==> config.mk <==
export PLATFORM = sky130hd
export DESIGN_NAME = aidc_lite_comp_drv_flat
export DESIGN_NICKNAME = d
export VERILOG_FILES = /design/src/rtl/aidc_lite_comp_pkg.sv /design/src/rtl/aidc_lite_apb_if.sv /design/src/rtl/aidc_lite_apb_master.sv /design/src/rtl/aidc_lite_comp_drv.sv /design/src/flat_wrapper.sv
export SDC_FILE = /design/constraint.sdc
export NUM_CORES = 1
export LEC_CHECK = 0
export ABC_AREA = 1
export CAP_MARGIN = 20
export CORE_AREA = 3 3 130 132
export CTS_BUF_LIST = sky130_fd_sc_hd__clkbuf_16
export CTS_CLUSTER_DIAMETER = 60
export DETAILED_ROUTE_END_ITERATION = 8
export DIE_AREA = 0 0 133 135
export PLACE_DENSITY = 0.72
export SYNTH_ARGS = -nofsm -noshare
export SYNTH_HDL_FRONTEND = slang
export SYNTH_SLANG_ARGS = --single-unit
==> constraint.sdc <==
create_clock -name clk -period 4.9 [get_ports clk]
set_input_delay 0.98 -clock clk [delete_from_list [all_inputs] [get_ports clk]]
set_output_delay 0.98 -clock clk [all_outputs]
set_load 0.01 [all_outputs]
==> src/rtl/aidc_lite_comp_pkg.sv <==
// aidc_lite_comp_pkg: register map, FSM/step encodings and address helper for the AIDC-Lite driver
package aidc_lite_comp_pkg;
  localparam logic [31:0] REG_SRC = 32'h0000_0000;
  localparam logic [31:0] REG_DST = 32'h0000_0004;
  localparam logic [31:0] REG_LEN = 32'h0000_0008;
  localparam logic [31:0] REG_CTRL = 32'h0000_000C;
  localparam logic [31:0] LEN_MASK = 32'hFFFF_FF80;
  localparam logic [31:0] STAT_DONE = 32'h0000_0001;
  localparam logic [31:0] CTRL_START = 32'h0000_0001;
  typedef enum logic [1:0] {IDLE, SETUP, ACCESS, GAP} state_e;
  typedef enum logic [2:0] {WR_SRC, WR_DST, WR_LEN, WR_START, RD_STAT} step_e;
  function automatic logic [31:0] step_addr(input step_e s);
    return s == WR_SRC ? REG_SRC : s == WR_DST ? REG_DST : s == WR_LEN ? REG_LEN : REG_CTRL;
  endfunction
endpackage

==> src/rtl/aidc_lite_apb_if.sv <==
// APB_INTF: APB3 signal bundle with initiator and completer views
interface APB_INTF;
  logic psel;
  logic penable;
  logic pwrite;
  logic [31:0] paddr;
  logic [31:0] pwdata;
  logic [31:0] prdata;
  logic pready;
  logic pslverr;
  modport master(output psel, penable, pwrite, paddr, pwdata, input prdata, pready, pslverr);
  modport slave(input psel, penable, pwrite, paddr, pwdata, output prdata, pready, pslverr);
endinterface

==> src/rtl/aidc_lite_apb_master.sv <==
// aidc_lite_apb_master: single-transfer APB initiator; a req on the ack cycle chains the next transfer back-to-back
module aidc_lite_apb_master
  import aidc_lite_comp_pkg::*;
(
  input  logic        clk,
  input  logic        rst,
  input  logic        req,
  input  logic        write,
  input  logic [31:0] addr,
  input  logic [31:0] wdata,
  output logic        ack,
  output logic [31:0] rdata,
  output logic        slverr,
  output logic        psel,
  output logic        penable,
  output logic        pwrite,
  output logic [31:0] paddr,
  output logic [31:0] pwdata,
  input  logic [31:0] prdata,
  input  logic        pready,
  input  logic        pslverr
);
  state_e state_q, state_d;
  logic pwrite_q, pwrite_d, start;
  logic [31:0] paddr_q, paddr_d, pwdata_q, pwdata_d;
  assign ack = state_q == ACCESS && pready;
  assign rdata = prdata;
  assign slverr = pslverr;
  assign psel = state_q != IDLE;
  assign penable = state_q == ACCESS;
  assign pwrite = pwrite_q;
  assign paddr = paddr_q;
  assign pwdata = pwdata_q;
  always_comb begin
    start = req && (state_q == IDLE || ack);
    state_d = start ? SETUP : state_q == SETUP ? ACCESS : ack ? IDLE : state_q;
    paddr_d = start ? addr : ack ? '0 : paddr_q;
    pwrite_d = start ? write : ack ? 1'b0 : pwrite_q;
    pwdata_d = start ? wdata : ack ? '0 : pwdata_q;
  end
  always_ff @(posedge clk or posedge rst) begin
    if (rst) begin
      state_q <= IDLE;
      pwrite_q <= 1'b0;
      paddr_q <= '0;
      pwdata_q <= '0;
    end else begin
      state_q <= state_d;
      pwrite_q <= pwrite_d;
      paddr_q <= paddr_d;
      pwdata_q <= pwdata_d;
    end
  end
endmodule

==> src/rtl/aidc_lite_comp_drv.sv <==
// aidc_lite_comp_drv: programs SRC/DST/LEN/START over APB, polls STAT until done, and
// reports done/timeout/error as single-cycle pulses.
module aidc_lite_comp_drv
  import aidc_lite_comp_pkg::*;
#(
  parameter int POLL_GAP = 16,
  parameter int MAX_POLLS = 0
) (
  input  logic        clk,
  input  logic        rst,
  APB_INTF.master     apb_if,
  input  logic        launch_valid_i,
  output logic        launch_ready_o,
  input  logic [31:0] src_addr_i,
  input  logic [31:0] dst_addr_i,
  input  logic [31:0] len_i,
  output logic        busy_o,
  output logic        done_o,
  output logic        timeout_o,
  output logic        err_o
);
  // Here ACCESS covers the whole bus transfer; SETUP/ACCESS phasing lives in the APB master.
  state_e state_q, state_d;
  step_e step_q, step_d;
  logic [15:0] polls_q, polls_d, polls_inc;
  logic [7:0] gap_q, gap_d;
  logic [31:0] src_q, src_d, dst_q, dst_d, len_q, len_d, addr, wdata, rdata;
  logic busy_q, busy_d, done_q, done_d, timeout_q, timeout_d, err_q, err_d;
  logic hs, ack, slverr, req, write, wr_ack, poll_miss, gap_end;
  logic psel, penable, pwrite;
  logic [31:0] paddr, pwdata;
  aidc_lite_apb_master u_apb (
    .clk(clk), .rst(rst), .req(req), .write(write), .addr(addr), .wdata(wdata),
    .ack(ack), .rdata(rdata), .slverr(slverr),
    .psel(psel), .penable(penable), .pwrite(pwrite), .paddr(paddr), .pwdata(pwdata),
    .prdata(apb_if.prdata), .pready(apb_if.pready), .pslverr(apb_if.pslverr)
  );
  assign apb_if.psel = psel;
  assign apb_if.penable = penable;
  assign apb_if.pwrite = pwrite;
  assign apb_if.paddr = paddr;
  assign apb_if.pwdata = pwdata;
  assign launch_ready_o = state_q == IDLE;
  assign busy_o = busy_q;
  assign done_o = done_q;
  assign timeout_o = timeout_q;
  assign err_o = err_q;
  always_comb begin
    hs = launch_valid_i && state_q == IDLE;
    wr_ack = ack && !slverr && step_q != RD_STAT;
    done_d = ack && !slverr && step_q == RD_STAT && (rdata & STAT_DONE) != '0;
    poll_miss = ack && !slverr && step_q == RD_STAT && (rdata & STAT_DONE) == '0;
    polls_inc = polls_q == 16'hFFFF ? polls_q : polls_q + 16'd1;
    timeout_d = poll_miss && MAX_POLLS != 0 && polls_inc == 16'(MAX_POLLS);
    err_d = ack && slverr;
    gap_end = state_q == GAP && gap_q == 8'd0;
    req = hs || wr_ack || (poll_miss && !timeout_d && POLL_GAP == 0) || gap_end;
    state_d = hs || gap_end ? ACCESS : done_d || timeout_d || err_d ? IDLE :
              poll_miss && POLL_GAP != 0 ? GAP : state_q;
    step_d = hs ? WR_SRC : wr_ack ? step_e'(step_q + 3'd1) : step_q;
    polls_d = hs ? '0 : poll_miss ? polls_inc : polls_q;
    gap_d = poll_miss ? 8'(POLL_GAP - 1) : state_q == GAP ? gap_q - 8'd1 : gap_q;
    src_d = hs ? src_addr_i : src_q;
    dst_d = hs ? dst_addr_i : dst_q;
    len_d = hs ? len_i : len_q;
    write = step_d != RD_STAT;
    addr = step_addr(step_d);
    wdata = step_d == WR_SRC ? src_d : step_d == WR_DST ? dst_q :
            step_d == WR_LEN ? (len_q & LEN_MASK) : step_d == WR_START ? CTRL_START : '0;
    busy_d = state_d != IDLE || done_d || timeout_d || err_d;
  end
  always_ff @(posedge clk or posedge rst) begin
    if (rst) begin
      state_q <= IDLE;
      step_q <= WR_SRC;
      polls_q <= '0;
      gap_q <= '0;
      src_q <= '0;
      dst_q <= '0;
      len_q <= '0;
      busy_q <= 1'b0;
      done_q <= 1'b0;
      timeout_q <= 1'b0;
      err_q <= 1'b0;
    end else begin
      state_q <= state_d;
      step_q <= step_d;
      polls_q <= polls_d;
      gap_q <= gap_d;
      src_q <= src_d;
      dst_q <= dst_d;
      len_q <= len_d;
      busy_q <= busy_d;
      done_q <= done_d;
      timeout_q <= timeout_d;
      err_q <= err_d;
    end
  end
endmodule

==> src/flat_wrapper.sv <==
// flat-port wrapper written by rule: the top's interface ports become plain ports
module aidc_lite_comp_drv_flat import aidc_lite_comp_pkg::*;
#(
  parameter int POLL_GAP = 16,
  parameter int MAX_POLLS = 0
)
  (clk, rst, launch_valid_i, launch_ready_o, src_addr_i, dst_addr_i, len_i, busy_o, done_o, timeout_o, err_o, apb_if_psel, apb_if_penable, apb_if_pwrite, apb_if_paddr, apb_if_pwdata, apb_if_prdata, apb_if_pready, apb_if_pslverr);
  APB_INTF apb_if_i ();
  input  logic clk;
  input  logic rst;
  input  logic launch_valid_i;
  output logic launch_ready_o;
  input  logic [31:0] src_addr_i;
  input  logic [31:0] dst_addr_i;
  input  logic [31:0] len_i;
  output logic busy_o;
  output logic done_o;
  output logic timeout_o;
  output logic err_o;
  output wire logic [$bits(apb_if_i.psel)-1:0] apb_if_psel;
  output wire logic [$bits(apb_if_i.penable)-1:0] apb_if_penable;
  output wire logic [$bits(apb_if_i.pwrite)-1:0] apb_if_pwrite;
  output wire logic [$bits(apb_if_i.paddr)-1:0] apb_if_paddr;
  output wire logic [$bits(apb_if_i.pwdata)-1:0] apb_if_pwdata;
  input wire logic [$bits(apb_if_i.prdata)-1:0] apb_if_prdata;
  input wire logic [$bits(apb_if_i.pready)-1:0] apb_if_pready;
  input wire logic [$bits(apb_if_i.pslverr)-1:0] apb_if_pslverr;
  assign apb_if_psel = apb_if_i.psel;
  assign apb_if_penable = apb_if_i.penable;
  assign apb_if_pwrite = apb_if_i.pwrite;
  assign apb_if_paddr = apb_if_i.paddr;
  assign apb_if_pwdata = apb_if_i.pwdata;
  assign apb_if_i.prdata = apb_if_prdata;
  assign apb_if_i.pready = apb_if_pready;
  assign apb_if_i.pslverr = apb_if_pslverr;
  aidc_lite_comp_drv #(.POLL_GAP(POLL_GAP), .MAX_POLLS(MAX_POLLS)) u_core (.clk(clk), .rst(rst), .apb_if(apb_if_i), .launch_valid_i(launch_valid_i), .launch_ready_o(launch_ready_o), .src_addr_i(src_addr_i), .dst_addr_i(dst_addr_i), .len_i(len_i), .busy_o(busy_o), .done_o(done_o), .timeout_o(timeout_o), .err_o(err_o));
endmodule
==> flow_metrics.py <==
metrics = {
    "route": {
        "dr_total_vias": 5564,
        "drtIter0Drc": 542,
        "viasPerCell": 4.74,
        "wire_per_inst_um": 14.0,
        "dr.pass1.iters": 5,
        "totalWireLength_um": 16400,
        "drtAntennaViolNets": 0,
        "drc": 0,
    },
    "cts": {
        "clk_latency_ps": 420,
        "numCtsBuffers": 17,
        "clk_pin_slew_ps": 50,
        "htree_levels": 4,
        "clock-sinks": 142,
        "hold_buffers": 0,
        "post_cts_buffers": 0,
        "cts_tree": "built",
        "clockBufferDepth": 2,
        "cts_resized": 0,
        "cts-root-buf": "clkbuf_16",
    },
    "timing": {
        "clock_skew_ps": 6.31,
        "finalSetupTns_ps": 0,
        "finalSetupViolCount": 0,
        "fmax_ghz": 0.307,
        "rsz0062_at_grt": "false",
        "tightest_slew_ps": 931,
        "hold_viol_final": 0,
        "fin_crit_ps": 3250,
        "slew_headroom": 0.379,
        "finalCritPeriodShare": 0.664,
        "final_max_slew_viol_count": 0,
    },
    "min_path": {
        "min_path_type": "register to register",
        "hold_start": "u_core.src_q[11]",
    },
    "die": {
        "start_util": 0.429,
        "rows": 46,
        "core_area_um2": 15800,
        "chipWidth_um": 133,
        "boundaryPins": 205,
        "die_y_um": 135,
        "die_area_um2": 18000,
    },
    "synth": {
        "async_flop_share": 1.00,
        "synthTopCellsByCount": "nand2_1, dfrtp_1, nor2_1",
        "synth_most_common_cell": "nand2_1",
        "syn_inst": 837,
        "synth_top_cell_by_area": "dfrtp_1",
        "ys.flop_type": "dfrtp_1",
        "synth_area_leaders": "dfrtp_1, nand2_1, buf_4, nor2_1, nand3_1",
        "yosysWarnings": 0,
        "synth_top_area_frac": 0.524,
        "yosysSeqAreaShare": 0.524,
        "ys_ff_latch": 142,
        "avgSynthCellArea_um2": 8.11,
        "ys_types": 31,
        "synth-edff-count": 0,
        "syn_area_um2": 6790,
    },
    "setup_path": {
        "reg2reg_slack_ps": 2230,
        "worstSetupPathType": "input port to register",
        "crit_fanout": 57,
        "worst_setup_path_start_kind": "input port",
        "worstSetupStartpoint": "launch_valid_i",
        "crit_arrival_ps": 3610,
        "required_ps": 5260,
        "critPathCaptureType": "register",
        "reg2reg_from": "u_core.state_q[0]",
    },
    "global_routing": {
        "globalRouteOverflowTotal": 0,
        "first_global_vias": 5309,
        "grt_max_degree": 97,
        "grt_usage": 0.188,
        "antenna_found_initial": 0,
        "grt_pass1_wl_um": 27100,
    },
    "power": {
        "pwr_density_cell_nw_per_um2": 634,
        "ir_worst_vdd_v": 0.000271,
        "power.static_leakage_nw": 4.38,
    },
    "layout": {
        "drive_above_1_share": 0.0574,
        "layout.nets": 1083,
        "syn2layout_area_growth_pct": 27.2,
        "diodes": 0,
        "finalInstanceArea_um2": 8640,
        "fill_cells": 1461,
    },
    "place": {
        "dp_hpwl_um": 10900,
        "portBuffers": 135,
        "placed_area_um2": 8100,
        "place_congestion": 0.778,
    },
    "flow_run": {
        "maxCapViolCount": 0,
    },
    "run_status": {
        "outcome": "complete, no violations",
    },
}
## placed cells by master (no fill, tap or decap), drive strengths merged
cell type      count
bufinv             2
clkdlybuf4s50    135
clkinvlp           1
clkinv             6
clkbuf            17
o211ai            26
a31oi              1
conb              31
o21ai             25
or2                1
a21oi              2
xor2               1
inv               37
buf                6
nor3               3
nor2              63
xnor2              1
nand4             36
dfrtp            142
ha                 4
nand2            369
nand3             49
## final cells by class
| cell class | count | area (um2) | area share |
|---|---|---|---|
| clock buffers | 17 | 425 | 0.0493 |
| clock inverters | 14 | 114 | 0.0132 |
| inverters | 32 | 125 | 0.0145 |
| multi-input cells | 612 | 2740 | 0.317 |
| flip-flops and latches | 142 | 3550 | 0.411 |
| well taps | 216 | 270 | 0.0313 |
| repair buffers | 141 | 1410 | 0.163 |
## cells by family (layout without fill, tap and decap cells)
group | count (synthesis) | in the layout | share of synthesized area
simple gates | 521 | 521 | 0.326
compound gates | 54 | 54 | 0.0505
buf+inv | 113 | 204 | 0.0900
xor+xnor | 2 | 2 | 0.00258
fa+ha+maj | 4 | 4 | 0.00737
flops | 142 | 142 | 0.524
other cells | 1 | 31 | 0.000552
## worst max-delay path, cell delays in order
cell,delay (ps)
clkdlybuf4s50_1,440
nand2_4,500
nand3_4,490
inv_2,630
nand3_4,220
o21ai_1,200
nand2_1,70
nand2_1,50
## per-layer routing
layer,global-route usage,share of wire
met2,0.283,0.46
met4,0.0624,0.013
met5,0,0
met3,0.0402,0.048
met1,0.272,0.48
## flip-flops by register name, indices dropped and copies added, names as in the netlist
register and count:
u_core.dst_q 32, u_core.src_q 32, u_core.u_apb.pwdata 32, u_core.len_q 25, u_core.gap_q 8, u_core.step_q 3
u_core.state_q 2, u_core.u_apb.paddr 2, u_core.u_apb.state_q 2, u_core.busy_o 1, u_core.done_o 1, u_core.err_o 1
u_core.u_apb.pwrite 1
## final timing paths
kind / endpoint / cells after the start
max in group asynchronous: u_core.src_q[20] / 3
setup / recovery: u_core.u_apb.pwdata[3] / 8
min in group asynchronous: u_core.err_o / 2
hold / removal: u_core.src_q[11] / 2
hold reg to reg: u_core.src_q[11] / 2
setup reg to reg: u_core.u_apb.pwdata[3] / 8
## metrics by stage
stage	utilization	setup slack (ps)	power, mW	cells	hold WS (ps)
floorplan	-	110	3.53	867	445
finish	0.546	1650	5.48	1174	471
global route	0.546	1380	5.91	1174	490
CTS	0.546	1620	5.52	1174	476
detailed placement	0.512	1170	4.32	1143	464
global placement	0.512	1200	4.26	1143	459
## where the power goes
| group | internal [mW] | switching [mW] | total [mW] |
|---|---|---|---|
| logic | 0.897 | 1.44 | 2.34 |
| clock network | 0.727 | 0.453 | 1.18 |
| registers | 1.71 | 0.251 | 1.96 |
| total | 3.33 | 2.15 | 5.48 |
(Power assumes the default switching activity.)
